File: src/rtl/ps2_pkg.sv
// rtl/ps2_pkg.sv - shared PS/2 receiver types and constants
package ps2_pkg;

  typedef logic [1:0] ps2_state_t;

  localparam ps2_state_t ST_IDLE   = 2'd0;
  localparam ps2_state_t ST_DATA   = 2'd1;
  localparam ps2_state_t ST_PARITY = 2'd2;
  localparam ps2_state_t ST_STOP   = 2'd3;

  localparam logic [7:0] PS2_EXT = 8'hE0;
  localparam logic [7:0] PS2_BRK = 8'hF0;

  localparam int PS2_EVT_W = 10;

endpackage

File: src/rtl/sync_fifo.sv
// rtl/sync_fifo.sv - first-word fall-through synchronous FIFO
// A write while full is accepted only when a read happens in the same cycle.
module sync_fifo #(
  parameter int WIDTH = 10,
  parameter int DEPTH = 8
) (
  input  logic             clk,
  input  logic             rst,
  input  logic             wr_en,
  input  logic [WIDTH-1:0] wr_data,
  input  logic             rd_en,
  output logic [WIDTH-1:0] rd_data,
  output logic             empty,
  output logic             full
);

  localparam int AW = $clog2(DEPTH);

  logic [WIDTH-1:0] r_mem [DEPTH];
  logic [AW:0]      r_wr_ptr;
  logic [AW:0]      r_rd_ptr;
  logic             w_do_wr;
  logic             w_do_rd;

  assign empty   = (r_wr_ptr == r_rd_ptr);
  assign full    = (r_wr_ptr[AW] != r_rd_ptr[AW]) &&
                   (r_wr_ptr[AW-1:0] == r_rd_ptr[AW-1:0]);
  assign w_do_rd = rd_en && !empty;
  assign w_do_wr = wr_en && (!full || w_do_rd);
  assign rd_data = empty ? '0 : r_mem[r_rd_ptr[AW-1:0]];

  always_ff @(posedge clk) begin
    if (!rst) begin
      r_wr_ptr <= '0;
      r_rd_ptr <= '0;
    end else begin
      if (w_do_wr) r_wr_ptr <= r_wr_ptr + (AW+1)'(1);
      if (w_do_rd) r_rd_ptr <= r_rd_ptr + (AW+1)'(1);
    end
  end

  always_ff @(posedge clk) begin
    if (w_do_wr) r_mem[r_wr_ptr[AW-1:0]] <= wr_data;
  end

endmodule

File: src/rtl/ps2_keyboard_rx.sv
// rtl/ps2_keyboard_rx.sv - PS/2 keyboard receiver with scan-code decoder
// Pad lines are synchronized and debounced; frames are decoded into {ext, brk, code} events.
module ps2_keyboard_rx
  import ps2_pkg::*;
#(
  parameter int CLK_HZ     = 100_000_000,
  parameter int FILTER_LEN = 8,
  parameter int TIMEOUT_US = 200,
  parameter int FIFO_DEPTH = 8
) (
  input  logic                 clk,
  input  logic                 rst,
  input  logic                 ps2_clk,
  input  logic                 ps2_data,
  input  logic                 rd_en,
  output logic [PS2_EVT_W-1:0] rd_data,
  output logic                 empty,
  output logic                 frame_err,
  output logic                 overflow
);

  localparam int TO_CYC = CLK_HZ / 1_000_000 * TIMEOUT_US;
  localparam int TO_W   = $clog2(TO_CYC + 1);
  localparam int FW     = $clog2(FILTER_LEN + 1);

  // bit 0 carries the clock line, bit 1 the data line
  logic [1:0]      r_s1;
  logic [1:0]      r_s2;
  logic [1:0]      r_filt;
  logic [FW-1:0]   r_fcnt [2];
  logic            r_clk_prev;

  ps2_state_t      r_state;
  logic [2:0]      r_bit_cnt;
  logic [7:0]      r_shift;
  logic            r_par;
  logic [TO_W-1:0] r_to_cnt;
  logic            r_ext;
  logic            r_brk;
  logic            r_frame_err;
  logic            r_overflow;

  logic            w_fall;
  logic            w_dat;
  logic            w_timeout;
  logic            w_frame_ok;
  logic            w_push;
  logic            w_full;

  always_ff @(posedge clk) begin
    if (!rst) begin
      r_s1       <= 2'b11;
      r_s2       <= 2'b11;
      r_filt     <= 2'b11;
      r_clk_prev <= 1'b1;
      for (int i = 0; i < 2; i++) r_fcnt[i] <= '0;
    end else begin
      r_s1       <= {ps2_data, ps2_clk};
      r_s2       <= r_s1;
      r_clk_prev <= r_filt[0];
      for (int i = 0; i < 2; i++) begin
        if (r_s2[i] == r_filt[i]) begin
          r_fcnt[i] <= '0;
        end else if (r_fcnt[i] == FW'(FILTER_LEN - 1)) begin
          r_filt[i] <= r_s2[i];
          r_fcnt[i] <= '0;
        end else begin
          r_fcnt[i] <= r_fcnt[i] + FW'(1);
        end
      end
    end
  end

  assign w_fall     = r_clk_prev && !r_filt[0];
  assign w_dat      = r_filt[1];
  assign w_timeout  = (r_state != ST_IDLE) && !w_fall && (r_to_cnt == TO_W'(TO_CYC));
  assign w_frame_ok = w_dat && (^{r_par, r_shift});
  assign w_push     = w_fall && (r_state == ST_STOP) && w_frame_ok &&
                      (r_shift != PS2_EXT) && (r_shift != PS2_BRK);

  always_ff @(posedge clk) begin
    if (!rst) begin
      r_state     <= ST_IDLE;
      r_bit_cnt   <= '0;
      r_shift     <= '0;
      r_par       <= 1'b0;
      r_to_cnt    <= '0;
      r_ext       <= 1'b0;
      r_brk       <= 1'b0;
      r_frame_err <= 1'b0;
    end else begin
      r_frame_err <= 1'b0;
      if (r_state == ST_IDLE || w_fall || w_timeout) r_to_cnt <= '0;
      else                                           r_to_cnt <= r_to_cnt + TO_W'(1);

      if (w_timeout) begin
        r_state     <= ST_IDLE;
        r_frame_err <= 1'b1;
        r_ext       <= 1'b0;
        r_brk       <= 1'b0;
      end else if (w_fall) begin
        case (r_state)
          ST_IDLE: begin
            if (!w_dat) begin
              r_state   <= ST_DATA;
              r_bit_cnt <= '0;
            end
          end
          ST_DATA: begin
            r_shift   <= {w_dat, r_shift[7:1]};
            r_bit_cnt <= r_bit_cnt + 3'd1;
            if (r_bit_cnt == 3'd7) r_state <= ST_PARITY;
          end
          ST_PARITY: begin
            r_par   <= w_dat;
            r_state <= ST_STOP;
          end
          default: begin
            r_state <= ST_IDLE;
            if (w_frame_ok && r_shift == PS2_EXT) begin
              r_ext <= 1'b1;
            end else if (w_frame_ok && r_shift == PS2_BRK) begin
              r_brk <= 1'b1;
            end else begin
              r_frame_err <= !w_frame_ok;
              r_ext       <= 1'b0;
              r_brk       <= 1'b0;
            end
          end
        endcase
      end
    end
  end

  always_ff @(posedge clk) begin
    if (!rst) r_overflow <= 1'b0;
    else if (w_push && w_full && !rd_en) r_overflow <= 1'b1;
  end

  sync_fifo #(
    .WIDTH (PS2_EVT_W),
    .DEPTH (FIFO_DEPTH)
  ) u_fifo (
    .clk     (clk),
    .rst     (rst),
    .wr_en   (w_push),
    .wr_data ({r_ext, r_brk, r_shift}),
    .rd_en   (rd_en),
    .rd_data (rd_data),
    .empty   (empty),
    .full    (w_full)
  );

  assign frame_err = r_frame_err;
  assign overflow  = r_overflow;

endmodule
File: config.mk
export PLATFORM = sky130hd
export DESIGN_NAME = ps2_keyboard_rx
export DESIGN_NICKNAME = d
export VERILOG_FILES = /design/src/rtl/ps2_pkg.sv /design/src/rtl/sync_fifo.sv /design/src/rtl/ps2_keyboard_rx.sv
export SDC_FILE = /design/constraint.sdc
export NUM_CORES = 1
export LEC_CHECK = 0
export ABC_AREA = 1
export CORE_MARGIN = 5
export CORE_UTILIZATION = 33
export DETAILED_ROUTE_END_ITERATION = 8
export GPL_TIMING_DRIVEN = 1
export PLACE_DENSITY = 0.52
export SYNTH_ARGS = -nofsm -noshare
export SYNTH_HDL_FRONTEND = slang
export SYNTH_HIERARCHICAL = 1
export SYNTH_SLANG_ARGS = --single-unit
File: constraint.sdc
create_clock -name clk -period 4.6 [get_ports clk]
set_input_delay 0.69 -clock clk [delete_from_list [all_inputs] [get_ports clk]]
set_output_delay 0.69 -clock clk [all_outputs]
set_load 0.005 [all_outputs]
==> metrics.md <==
| Metric | Value |
|---|---|
| DP HPWL | between 8000 and 9000 µm |
| Die height | between 100 and 150 µm |
| Initial antenna violation count | 0 |
| Status | complete, no violations |
| Gr ovfl total | 0 |
| Setup violators final | 0 |
| Final nets | 660 |
| Fillers | between 1500 and 2000 |
| Leak Pwr | 0.00244 µW |
| DRT Wirelength | roughly 12000 µm |
| # rows | 49 |
| Global-route wire length before repair | between 20000 and 25000 µm |
| Max IR drop VDD | around 0.27 mV |
| Post-Synthesis Cells | between 600 and 700 |
| Clock Sink Count | 139 |
| Pwr Density | between 300 and 400 mW/mm² |
| Worst slew pin tran | 1090 ps |
| CTS tree | built |
| Ys Warns | 6 |
| Layout cells sized above 1 | 0.104 |
| Non-Filler Instances | just under 900 |
| Yosys top cell by area | edfxtp_1 |
| Top Ports | 18 |
| Clock-pin slew on the worst setup and hold paths | 60 ps |
| Post-cts resize count | 0 |
| Hold WS | slightly above 400 ps |
| Slowest-stage cell, CP | nor2_1 |
| Tmin final | roughly 3400 ps |
| Initial Util | 0.337 |
| Slew Limit Fails | 0 |
| GRT Total Usage | 0.122 |
| Hold crit path type | reg2reg |
| GP Congestion | 0.785 |
| Multi-input logic area | between 0.002 and 0.0025 mm² |
| RSZ-0062 raised after global routing | false |
| Crit path DAT | about 3500 ps |
| Clock skew | roughly 7.5 ps |
| Crit path max fanout | 11 |
| Fin crit share | 0.746 |
| Post-synth ARST share | 0 |
| Seq/Total Area, Yosys | 0.603 |
| CTS Hold Bufs | 0 |
| 1st-pass router iterations | 4 |
| CP endpoint kind | flip-flop |
| Most frequent cells after synthesis | nor2_1, edfxtp_1, nand2_1, inv_1, dfxtp_1 |
| Input/output buffers | 17 |
| Post-synth top flop | edfxtp_1 |
| Root Driver | clkbuf_16 |
| Max_cap viols | 0 |
| Clock Latency Late Sink | about 420 ps |
| DR iter-0 viols | 190 |
| Slowest stage delay, CP | between 800 and 900 ps |
| Die extent in x | about 150 µm |
| DR WL/cell | between 10 and 15 µm |
| Total chip power | 2760 µW |
| Vias in the first global route | about 4200 |
| Final Hold Viols | 0 |
| Worst path buffer plus inverter count | 3 |
| CTS Buf Count | 17 |
| Final setup TNS | 0 ps |
| Post-DRT Antenna Nets | 0 |
| Register bit total from synthesis | between 100 and 150 |
| Clk buf depth | 2 |
| Crit path launch type | flip-flop |
| Mapped Area | 0.00608 mm² |
| Relative slew slack | 0.271 |
| Distinct cell type count after synthesis | 41 |
| Die area | ~0.021 mm² |
| Post-CTS Setup Bufs | 0 |
| Pin count of the biggest net entering global routing | between 40 and 50 |
| Ant diodes | 0 |
| Most common cell in the netlist | nor2_1 |
| Synth top area cells | edfxtp_1, dfxtp_1, nor2_1 |
| Number of synthesized flops with an enable pin | 88 |
| CP delay by family, top | simple AND/OR/NAND/NOR gates |
| FF+latch area | 0.00366 mm² |
| Placed instance count | roughly 850 |
| Routed vias/inst | between 4 and 5 |
| Syn avg cell area | roughly 10 µm² |
| Area Overhead vs Synth | 17.5% |
| Top cell type's share of synthesized area | 0.435 |
| H-tree Lvls | 4 |
| Placeable Area | about 0.018 mm² |
| WP data required | ~4600 ps |
| Post-route DRC | 0 |
| Maximum clock frequency | between 200 and 300 MHz |
| Crit-path most repeated cell | nor2_1 |
| Worst-path cell chain | inv_1 -> ha_1 -> nand2_1 -> inv_1 -> nor2_1 -> nand2_1 -> nand3_1 -> nand2_1 -> nor2_1 -> inv_1 -> nor2_1 -> nand3_1 -> nor2_1 |
| Critical path class | reg2reg |
| Via total after detailed routing | between 4000 and 5000 |
[stage by stage]
stage | setup WS, ps | instance area (µm²) | utilization
finish | 1170 | 7140 | 0.396
global route | 799 | 7140 | 0.396
CTS | 1110 | 7140 | 0.396
detailed placement | 1110 | 6520 | 0.362
global placement | 1240 | 6520 | 0.362
floorplan | 1890 | 6100 | -
[report_power, final]
| part | switching [µW] | internal [µW] | total, µW |
|---|---|---|---|
| clock | 512 | 906 | 1420 |
| sequential | 3.39 | 1320 | 1320 |
| combinational | 14.1 | 8.47 | 22.5 |
[final cells by class]
| type | count | area share |
|---|---|---|
| flip-flops and latches | 139 | 0.513 |
| multi-input cells | 396 | 0.297 |
| clock buffers | 17 | 0.0596 |
| well taps | 229 | 0.0401 |
| inverters | 61 | 0.0321 |
| repair buffers | 23 | 0.0301 |
| clock inverters | 15 | 0.0277 |
[registers in the layout (all words and copies together) (netlist names), named ones only]
register,cells
u_fifo/r_mem,80
r_to_cnt,15
r_fcnt,8
r_shift,8
u_fifo/r_rd_ptr,4
u_fifo/r_wr_ptr,4
r_bit_cnt,3
r_filt,2
r_s1,2
r_s2,2
r_state,2
frame_err,1
overflow,1
r_brk,1
r_clk_prev,1
r_ext,1
r_par,1
[final timing paths]
kind	start	cells past startpoint	slack, ps	end
hold reg to reg	r_s1[0]$_SDFF_PN1_	1	410	r_s2[0]$_SDFF_PN1_
hold / removal	r_s1[0]$_SDFF_PN1_	1	410	r_s2[0]$_SDFF_PN1_
setup / recovery	r_shift[4]$_SDFFE_PN0P_	13	1170	u_fifo/r_mem[2][5]$_DFFE_PP_
setup reg to reg	r_shift[4]$_SDFFE_PN0P_	13	1170	u_fifo/r_mem[2][5]$_DFFE_PP_
[metal layers]
layer | wire length (µm) | vias up | part of all wire | GRT usage
met1 | 5720 | 1919 | 0.47 | 0.154
met2 | 5930 | 57 | 0.48 | 0.200
met5 | 0 | - | 0 | 0
met4 | 159 | 0 | 0.013 | 0.0443
li1 | - | 2110 | - | -
met3 | 443 | 11 | 0.036 | 0.0318
[cells by family after synthesis]
group / share of synthesized area
simple gates: 0.180
fa+ha+maj: 0.0350
xor+xnor: 0.0154
flops: 0.603
mux: 0.0165
other cells: 0.000617
buf+inv: 0.0517
compound gates: 0.0980
[cells in the final DEF (no fill, tap or decap), types with 12 or more instances in the layout]
cell and n:
o21ai_0 50, nor2_1 108, nand2_1 70, inv_1 54
nand3_1 23, a21oi_1 35, o21ai_1 12, ha_1 17
clkdlybuf4s50_1 17, clkbuf_16 17, edfxtp_1 88, dfxtp_1 51
(Power assumes the default switching activity.)
